File: src/rtl/multicycle_processor_if.sv
// Run/done handshake and data bus of the multicycle processor.
// Optional macro PROC_FLAGS_EN adds the zero/carry flag outputs.
interface multicycle_processor_if #(
  parameter int unsigned DATA_W = 16
);
  logic              run;
  logic [DATA_W-1:0] iin;
  logic              done;
  logic [DATA_W-1:0] outputProcessor;
`ifdef PROC_FLAGS_EN
  logic              zero;
  logic              carry;

  modport master (output run, iin, input done, outputProcessor, zero, carry);
  modport slave  (input run, iin, output done, outputProcessor, zero, carry);
`else
  modport master (output run, iin, input done, outputProcessor);
  modport slave  (input run, iin, output done, outputProcessor);
`endif
endinterface

File: src/rtl/multicycle_processor.sv
// Multi-cycle processor core: 9-bit instruction field, eight DATA_W registers, 2 or 4 steps.
// Optional macro PROC_FLAGS_EN adds zero/carry flags and the mvnz instruction (opcode 110).
module multicycle_processor #(
  parameter int unsigned DATA_W = 16
) (
  input  logic                   clock,
  input  logic                   resetn,
  multicycle_processor_if.slave  bus
);
  localparam int unsigned IR_W = 9;
  localparam int unsigned NREG = 8;
`ifdef PROC_FLAGS_EN
  localparam int unsigned ALU_W = DATA_W + 1;
`else
  localparam int unsigned ALU_W = DATA_W;
`endif

  localparam logic [2:0] OP_MV   = 3'b000;
  localparam logic [2:0] OP_MVI  = 3'b001;
  localparam logic [2:0] OP_ADD  = 3'b010;
  localparam logic [2:0] OP_SUB  = 3'b011;
  localparam logic [2:0] OP_AND  = 3'b100;
  localparam logic [2:0] OP_OR   = 3'b101;
  localparam logic [2:0] OP_MVNZ = 3'b110;

  typedef enum logic [1:0] {T0, T1, T2, T3} step_t;

  step_t             step;
  logic [IR_W-1:0]   ir;
  logic [DATA_W-1:0] a;
  logic [DATA_W-1:0] g;
  logic [DATA_W-1:0] r [NREG];
  logic              done_q;
  logic [DATA_W-1:0] out_q;
`ifdef PROC_FLAGS_EN
  logic              zero_q;
  logic              carry_q;
`endif

  logic [2:0]        op_c;
  logic [2:0]        x_c;
  logic [2:0]        y_c;
  logic [DATA_W-1:0] rx_c;
  logic [DATA_W-1:0] ry_c;
  logic [ALU_W-1:0]  alu_c;

  assign op_c = ir[8:6];
  assign x_c  = ir[5:3];
  assign y_c  = ir[2:0];
  assign rx_c = r[x_c];
  assign ry_c = r[y_c];

  // ALU; in the flags build the extra top bit is the carry (add) or borrow (sub)
  always_comb begin
    alu_c = '0;
    case (op_c)
      OP_ADD:  alu_c = ALU_W'(a) + ALU_W'(ry_c);
      OP_SUB:  alu_c = ALU_W'(a) - ALU_W'(ry_c);
      OP_AND:  alu_c = ALU_W'(a & ry_c);
      OP_OR:   alu_c = ALU_W'(a | ry_c);
      default: alu_c = '0;
    endcase
  end

  always_ff @(posedge clock or negedge resetn) begin
    if (!resetn) begin
      step    <= T0;
      ir      <= '0;
      a       <= '0;
      g       <= '0;
      r       <= '{default: '0};
      done_q  <= 1'b0;
      out_q   <= '0;
`ifdef PROC_FLAGS_EN
      zero_q  <= 1'b0;
      carry_q <= 1'b0;
`endif
    end else begin
      done_q <= 1'b0;
      case (step)
        T0: begin
          if (bus.run) begin
            ir   <= bus.iin[DATA_W-1 -: IR_W];
            step <= T1;
          end
        end
        T1: begin
          step   <= T0;
          done_q <= 1'b1;
          case (op_c)
            OP_MV: begin
              r[x_c] <= ry_c;
              out_q  <= ry_c;
            end
            OP_MVI: begin
              r[x_c] <= bus.iin;
              out_q  <= bus.iin;
            end
            OP_ADD, OP_SUB, OP_AND, OP_OR: begin
              a      <= rx_c;
              step   <= T2;
              done_q <= 1'b0;
            end
`ifdef PROC_FLAGS_EN
            OP_MVNZ: begin
              if (!zero_q) begin
                r[x_c] <= ry_c;
                out_q  <= ry_c;
              end
            end
`endif
            default: ;
          endcase
        end
        T2: begin
          g    <= alu_c[DATA_W-1:0];
          step <= T3;
`ifdef PROC_FLAGS_EN
          zero_q  <= (alu_c[DATA_W-1:0] == '0);
          carry_q <= alu_c[ALU_W-1];
`endif
        end
        T3: begin
          r[x_c] <= g;
          out_q  <= g;
          done_q <= 1'b1;
          step   <= T0;
        end
        default: step <= T0;
      endcase
    end
  end

  assign bus.done            = done_q;
  assign bus.outputProcessor = out_q;
`ifdef PROC_FLAGS_EN
  assign bus.zero            = zero_q;
  assign bus.carry           = carry_q;
`endif
endmodule

File: src/flat_wrapper.sv
// flat-port wrapper written by rule: the top's interface ports become plain ports
module multicycle_processor_flat 
#(
  parameter int unsigned DATA_W = 16
)
  (clock, resetn, bus_run, bus_iin, bus_done, bus_outputProcessor);
  multicycle_processor_if #(.DATA_W(DATA_W)) bus_i ();
  input  logic clock;
  input  logic resetn;
  input wire logic [$bits(bus_i.run)-1:0] bus_run;
  input wire logic [$bits(bus_i.iin)-1:0] bus_iin;
  output wire logic [$bits(bus_i.done)-1:0] bus_done;
  output wire logic [$bits(bus_i.outputProcessor)-1:0] bus_outputProcessor;
  assign bus_i.run = bus_run;
  assign bus_i.iin = bus_iin;
  assign bus_done = bus_i.done;
  assign bus_outputProcessor = bus_i.outputProcessor;
  multicycle_processor #(.DATA_W(DATA_W)) u_core (.clock(clock), .resetn(resetn), .bus(bus_i));
endmodule
File: config.mk
export PLATFORM = sky130hd
export DESIGN_NAME = multicycle_processor_flat
export DESIGN_NICKNAME = d
export VERILOG_FILES = /design/src/rtl/multicycle_processor_if.sv /design/src/rtl/multicycle_processor.sv /design/src/flat_wrapper.sv
export SDC_FILE = /design/constraint.sdc
export NUM_CORES = 1
export LEC_CHECK = 0
export CORE_ASPECT_RATIO = 2
export CORE_MARGIN = 4
export CORE_UTILIZATION = 45
export DETAILED_ROUTE_END_ITERATION = 8
export SLEW_MARGIN = 30
export SYNTH_ARGS = -nofsm -noshare
export SYNTH_HDL_FRONTEND = slang
export SYNTH_SLANG_ARGS = --single-unit
File: constraint.sdc
create_clock -name clock -period 4.65 [get_ports clock]
set_input_delay 0.465 -clock clock [delete_from_list [all_inputs] [get_ports clock]]
set_output_delay 0.465 -clock clock [all_outputs]
set_load 0.02 [all_outputs]
# ---- Yosys cells after proc, flatten, opt, wreduce, memory -nomap -nowiden
# Index checks and enable logic that the tools add are counted.
dict set report totals {
  reg_bits 188
  elab_cells 62
  input_bits 19
  output_inout_bits 17
}
dict set report op_classes {
  muxes 21
  n_eq_ne 10
  bitwise_logic 4
  n_lt_le_gt_ge 3
  reduce_logical 8
  n_addsub 2
}
# op n
set ops {}
lappend ops {{$pmux W128 S2} 2}
lappend ops {{$bwmux W128} 3}
lappend ops {{$bmux W16 S3} 2}
lappend ops {{$mux W16} 5}
lappend ops {{$pmux W16 S2} 2}
lappend ops {{$pmux W16 S4} 1}
lappend ops {{$demux W16 S3} 1}
lappend ops {{$add A16 B16 Y16} 1}
lappend ops {{$and A16 B16 Y16} 1}
lappend ops {{$or A16 B16 Y16} 1}
lappend ops {{$sub A16 B16 Y16} 1}
lappend ops {{$ge A4 B4 Y1 const B} 2}
lappend ops {{$not A3 Y4} 2}
lappend ops {{$pmux W2 S4} 1}
lappend ops {{$eq A3 B2 Y1 const B} 2}
lappend ops {{$eq A3 B3 Y1 const B} 2}
lappend ops {{$reduce_and A2 Y1} 3}
lappend ops {{$eq A2 B2 Y1 const B} 2}
lappend ops {{$lt A4 B1 Y1 const B} 1}
lappend ops {{$mux W2} 2}
lappend ops {{$reduce_or A4 Y1} 1}
lappend ops {{$eq A3 B1 Y1 const B} 1}
lappend ops {{$logic_not A3 Y1} 1}
lappend ops {{$ne A3 B1 Y1 const B} 1}
lappend ops {{7 further kinds} 7}

# ---- Longest topological paths before layout
# Gate-level depths: netlist of run 1.
dict set report depth {
  depth_word 8
  mapped_depth 18
  depth_no_buf 15
}

# ---- Worst setup path after synthesis of run 1
# No wires, ideal clock.
dict set report synth_timing {
  kind {reg2reg}
  from {register u_core.ir[0]}
  to {register u_core.g[14]}
  setup_time_ps 83
  synth_period_minus_slack_ps 4052
  stages_incl_launch_ff 17
  arrival_time_ps 3969
  slack_ps 598
  n_path_buf 2
  t_required_ps 4567
  path_cell_list {dfrtp_1 -> buf_2 -> buf_2 -> mux4_2 -> mux2i_1 -> ha_1 -> nor2_1 -> xnor2_1 -> ha_1 -> nor2b_1 -> o21a_1 -> o21a_1 -> o221a_2 -> o41ai_1 -> o21ai_0 -> xnor2_1 -> o21ai_0}
}
dict set report synth_between {
  elab_chain_len 6
  word_cells_on_any_way 9
  cone_classes {2 x add/sub; 4 x mux; 3 x bitwise}
}
# item line_no
set synth_rtl {}
lappend synth_rtl {{from (decl)} multicycle_processor.sv:29} ;# logic [IR_W-1:0] ir;
lappend synth_rtl {{from (signal assigned)} multicycle_processor.sv:83} ;# ir <= bus.iin[DATA_W-1 -: IR_W];
lappend synth_rtl {{$not A3 Y4 (not written as such) (*)} multicycle_processor.sv:51} ;# assign ry_c = r[y_c];
lappend synth_rtl {{$bmux W16 S3 (*)} multicycle_processor.sv:51}
lappend synth_rtl {{$mux W16 (not written as such) (*) (2 in series)} multicycle_processor.sv:51}
lappend synth_rtl {{$sub A16 B16 Y16, or another cell as far along} multicycle_processor.sv:58} ;# OP_SUB: alu_c = ALU_W'(a) - ALU_W'(ry_c);
lappend synth_rtl {{$pmux W16 S4 (*)} multicycle_processor.sv:56} ;# case (op_c)
lappend synth_rtl {{to (signal assigned)} multicycle_processor.sv:116} ;# g <= alu_c[DATA_W-1:0];
lappend synth_rtl {{to (decl)} multicycle_processor.sv:31} ;# logic [DATA_W-1:0] g;
# Every way passes the cells marked *; elsewhere a longest branch is shown, timed or not. The select of a mux whose other input is x is not followed.
# A chain may end at the register's enable or synchronous reset.

# ---- Worst setup path after layout of run 1
dict set report layout_timing {
  from {register u_core.ir[2]}
  to {register u_core.g[15]}
}
# The elaborated chain is that of the path after synthesis.

==> qor.csv, run 1 <==
metric,value,unit
hold_viol,0,
numClockSinks,188,
io_buffers,35,
ys_seq_area_share,45.51,%
viasPerCell,5.901,
finClkSkew,0.01426,ns
ys_warn_count,0,
setup_slack,0.2301,ns
fill_cells,2106,
die_x,115.2,um
area_growth,13.14,%
dp_hpwl,21.16,mm
drtPass1Iterations,5,
grt_overflow,0,
coreArea,0.02264,mm2
endpoint_kind,flop,
worst_setup_path_start_kind,flop,
dpl_worst_slack,0.2860,ns
arrival,4.75,ns
gp_congestion,0.9078,
tightest_slew,1.073,ns
insertion_delay,0.45,ns
synth_top_family_by_area,compound AO/OA/AOI/OAI gates,
grt_pass1_vias,8280,
ant_nets,0,
cts_resized,0,
cts_max_level,4,
cts_tree,built,
rsz0062_at_grt,no,
cts_buffer_depth,2,
yosysTopAreaCellShare,45.51,%
ys_top_cells_by_area,"dfrtp_1, mux4_2, o21ai_0, nand2_1, a21oi_1",
synth_area,0.01034,mm2
ys.flop_type,dfrtp_1,
synth-simple-area-share,11.76,%
cap_violations,0,
setup_viol,0,
wl_per_cell,21.56,um
synthArstFlopShare,100.0,%
hp-class,in2async,
ys_seq_elements,188,
required,4.98,ns
synth-compound-area-share,17.90,%
vias,8049,
fmax,226.3,MHz
synthDistinctLibCells,56,
placed_cells,1332,
min_period,4.420,ns
hold_buffers,0,
layoutNonFillerInstCount,1364,
synth-xor-area-share,2.118,%
synth_commonest_cells,"dfrtp_1, nand2_1, o21ai_0",
io_pins,36,
first_iter_violations,534,
die_area,0.02561,mm2
grt_max_degree,103,
yosys.area.top_type,dfrtp_1,
finalSetupTns,0,ns
drcViolationCount,0,
synth_most_common_cell,dfrtp_1,
die_y,222.3,um
antenna_cells,0,
antenna_found_initial,0,
final_nets,1110,
synthAdderAreaFrac,3.946,%
grt_pass1_wl,46.52,mm
initial_core_util,45.66,%
relSlewSlack,28.33,%
cts_buffers,17,
clk_pin_slew,0.08,ns
routed_wl,29.41,mm
std_cell_rows,78,
syn_nets,1092,
cts_setup_buffers,0,
syn_area_per_cell,9.817,um2
muxShareOfSynthArea,15.27,%
synthCells,1053,
path_max_fanout,15,
synth_edf_count,0,
drive_gt1_share,13.75,%
outcome,"complete, no violations",
worst_hold_slack,0.07002,ns
cts-root-buf,clkbuf_16,
finalCritPeriodShare,95.05,%
final_max_slew_viol_count,0,
grtUsageTotal,23.96,%
critical_path_class,reg2reg,
==> per-stage QoR <==
step	util [%]	instance area, um2
after floorplan	-	10340
after global placement	48.77	11040
after detailed placement	48.77	11040
after CTS	51.66	11700
after global routing	51.66	11700
final	51.66	11700
==> routing by layer <==
metal	vias up	global-route usage (%)	share of wire (%)
li1	3812	-	-
met1	3960	29.44	41
met2	213	41.35	52
met3	64	4.197	3.6
met4	0	9.174	3.7
met5	-	0	0
==> path summary, 6_finish.rpt <==
path,from,endpoint,slack [ns],depth (start not counted)
setup / recovery,u_core.ir[2]$_DFFE_PN0P_,u_core.g[15]$_DFFE_PN0P_,0.23,15
hold / removal,resetn,u_core.bus.done$_DFF_PN0_,0.07,1
setup reg to reg,u_core.ir[2]$_DFFE_PN0P_,u_core.g[15]$_DFFE_PN0P_,0.23,15
hold reg to reg,u_core.bus.outputProcessor[2]$_DFFE_PN0P_,u_core.bus.outputProcessor[2]$_DFFE_PN0P_,0.49,2
max in group asynchronous,resetn,u_core.ir[5]$_DFFE_PN0P_,3.41,2
min in group clock,u_core.bus.outputProcessor[2]$_DFFE_PN0P_,u_core.bus.outputProcessor[2]$_DFFE_PN0P_,0.49,2
==> cell type report <==
class	count	area [um2]	area share, %
clock buffers	19	452.9	3.872
clock inverters	13	201.4	1.722
inverters	15	56.30	0.4814
multi-input cells	775	5281	45.15
flip-flops and latches	188	4707	40.24
well taps	280	350.3	2.995
repair buffers	74	646.9	5.531
==> cell families (layout without fill, tap and decap cells) <==
logic type                 after synthesis  after routing
AOI/OAI and AO/OA                      325            325
and+or+nand+nor                        290            290
DFF                                    188            188
muxes                                  100            100
buffers and inverters                   90            121
adders and majority gates               35             35
xor gates and xnor gates                25             25
==> sequential cells by signal, summed over array words and instances (netlist names), named ones only <==
name and count:
u_core.r 128, u_core.step 1, u_core.a 16, u_core.bus.outputProcessor 16, u_core.ir 9, u_core.g 16
u_core.bus.done 1
==> worst max-delay path, stage by stage (launching register included) <==
cell and delay (ns):
dfrtp_1 0.74, mux4_2 0.42, mux2_2 0.34, nor4_4 0.40, nand3_2 0.17, o21ai_1 0.18
xor2_1 0.17, ha_1 0.29, a21oi_1 0.25, o21ai_0 0.20, a21o_1 0.21, a31o_2 0.24
a211o_1 0.27, a21oi_1 0.19, xnor2_1 0.14, o21ai_1 0.07
==> cell usage in the layout, fill, tap and decap left out, types with 11 or more instances in the layout <==
master,instances
o21ai_1,34
mux2_2,18
nor3_1,14
clkdlybuf4s50_1,34
a211oi_1,20
dfrtp_1,186
buf_4,39
mux4_2,44
o21ai_0,141
nor2_1,69
a21oi_1,76
xnor2_1,17
inv_1,13
maj3_1,15
clkbuf_16,17
a22o_1,11
nand2_1,176
a22oi_1,12
ha_1,19
mux2i_1,37
Power of run 1 is left out: the tool's default activity adds up to more than one toggle a clock period on the data nets, which glitch-free logic cannot reach.
==> run 2: changes to the inputs <==
Settings changed: CORE_MARGIN 4 to not set.
==> qor.csv, run 2 (synthesized netlist as in run 1, its figures left out) <==
metric,value,unit
relSlewSlack,34.22,%
fill_cells,2081,
grtUsageTotal,26.90,%
cpPeakStageDelay,0.56,ns
regMostFlops,u_core.r,
critical_path.cell_chain,mux4_2 > mux2_2 > nor4_4 > nand3_2 > o21ai_1 > xor2_1 > ha_1 > a21oi_1 > o21ai_0 > a21o_1 > a31o_2 > a211o_1 > a21oi_1 > xnor2_1 > o21ai_1,
arrival,4.67,ns
antenna_cells,0,
drtPass1Iterations,9,
viasPerCell,5.931,
dp_hpwl,21.33,mm
setup_viol,0,
first_iter_violations,698,
finalSetupTns,0,ns
clk_pin_slew,0.08,ns
final_max_slew_viol_count,0,
std_cell_rows,78,
die_area,0.02362,mm2
area_growth,13.11,%
final_nets,1107,
mostFrequentLayoutCells,"dfrtp_1, nand2_1, o21ai_0",
drcViolationCount,1,
reg2reg_depth,15,
critical_path_class,reg2reg,
finalCritPeriodShare,93.30,%
rr_endpoint,u_core.g[15]$_DFFE_PN0P_,
ant_nets,0,
coreArea,0.02264,mm2
drive_gt1_share,13.60,%
io_pins,36,
path_max_fanout,9,
finClkSkew,0.007206,ns
cap_violations,0,
grt_pass1_wl,46.42,mm
cts_setup_buffers,0,
r2r-start,u_core.ir[1]$_DFFE_PN0P_,
required,4.98,ns
hp-class,in2async,
final_common_cell,dfrtp_1,
cts_tree,built,
reg2reg_setup_slack,0.31,ns
largest_register_ffs,128,
fmax,230.5,MHz
gp_congestion,0.9037,
routed_wl,29.45,mm
worst_setup_path_start_kind,flop,
antenna_found_initial,0,
violations,design-rule violations,
grt_pass1_vias,7907,
grt_max_degree,103,
die_y,216.3,um
vias,8072,
outcome,"complete, but fails checks",
insertion_delay,0.46,ns
slowest_stage,mux4_2,
wl_per_cell,21.64,um
grt_overflow,0,
die_x,109.2,um
cts-root-buf,clkbuf_16,
initial_core_util,45.66,%
hold_viol,0,
cts_buffers,17,
io_buffers,35,
numClockSinks,188,
endpoint_kind,flop,
cts_max_level,4,
rsz0062_at_grt,no,
tightest_slew,0.9847,ns
cts_buffer_depth,2,
min_period,4.338,ns
-- run 2: worst max path at each step --
stage / startpoint / endpoint / slack [ns] / cells after the start
after floorplan: u_core.ir[0]$_DFFE_PN0P_ / u_core.g[14]$_DFFE_PN0P_ / 0.60 / 16
after global placement: u_core.ir[1]$_DFFE_PN0P_ / u_core.g[15]$_DFFE_PN0P_ / 0.39 / 15
after detailed placement: u_core.ir[1]$_DFFE_PN0P_ / u_core.g[15]$_DFFE_PN0P_ / 0.32 / 16
after CTS: u_core.ir[1]$_DFFE_PN0P_ / u_core.g[15]$_DFFE_PN0P_ / 0.31 / 16
after global routing: u_core.ir[1]$_DFFE_PN0P_ / u_core.g[15]$_DFFE_PN0P_ / 0.05 / 16
final: u_core.ir[1]$_DFFE_PN0P_ / u_core.g[15]$_DFFE_PN0P_ / 0.31 / 15
-- run 2: worst max-delay path: cells and delay by family (launching register included) --
| kind | cells | cell delay, ns |
|---|---|---|
| AOI/OAI and AO/OA | 8 | 1.61 |
| xor gates and xnor gates | 2 | 0.30 |
| adders and majority gates | 1 | 0.29 |
| DFF | 1 | 0.54 |
| muxes | 2 | 0.89 |
| and+or+nand+nor | 2 | 0.58 |
-- run 2: timing repair --
action,in CTS,in global routing
endpoints found under the hold margin,0,20
gates resized for setup,0,0
hold buffers,0,1
-- run 2: stage by stage --
step                setup slack [ns]  hold slack, ns  utilization (%)  instance area, um2  cells
floorplan                     0.5984          0.1694                -               10340   1053
global placement              0.3878          0.4638            48.66               11020   1327
detailed placement            0.3217          0.4733            48.66               11020   1327
CTS                           0.3122          0.1146            51.46               11650   1359
global route                 0.05002          0.4498            51.64               11690   1361
finish                        0.3117          0.4506            51.64               11690   1361
-- run 2: cell type report --
| type | count | area, um2 | share of cell area [%] |
|---|---|---|---|
| clock inverter | 14 | 195.2 | 1.669 |
| sequential | 188 | 4707 | 40.26 |
| multi-input combinational | 775 | 5285 | 45.20 |
| clock buffer | 18 | 439.2 | 3.756 |
| timing repair buffer | 71 | 659.4 | 5.639 |
| tap | 280 | 350.3 | 2.996 |
| inverter | 15 | 56.30 | 0.4815 |
-- run 2: routing by layer --
metal  track usage (%)  vias to the layer above  wire, um
met5                 0                        -         0
met4             12.89                        0      1254
met3             3.699                       76      1023
met2             45.32                      221     15320
met1             33.46                     3978     11860
li1                  -                     3797         -
Power of run 2 is left out for the same reason.
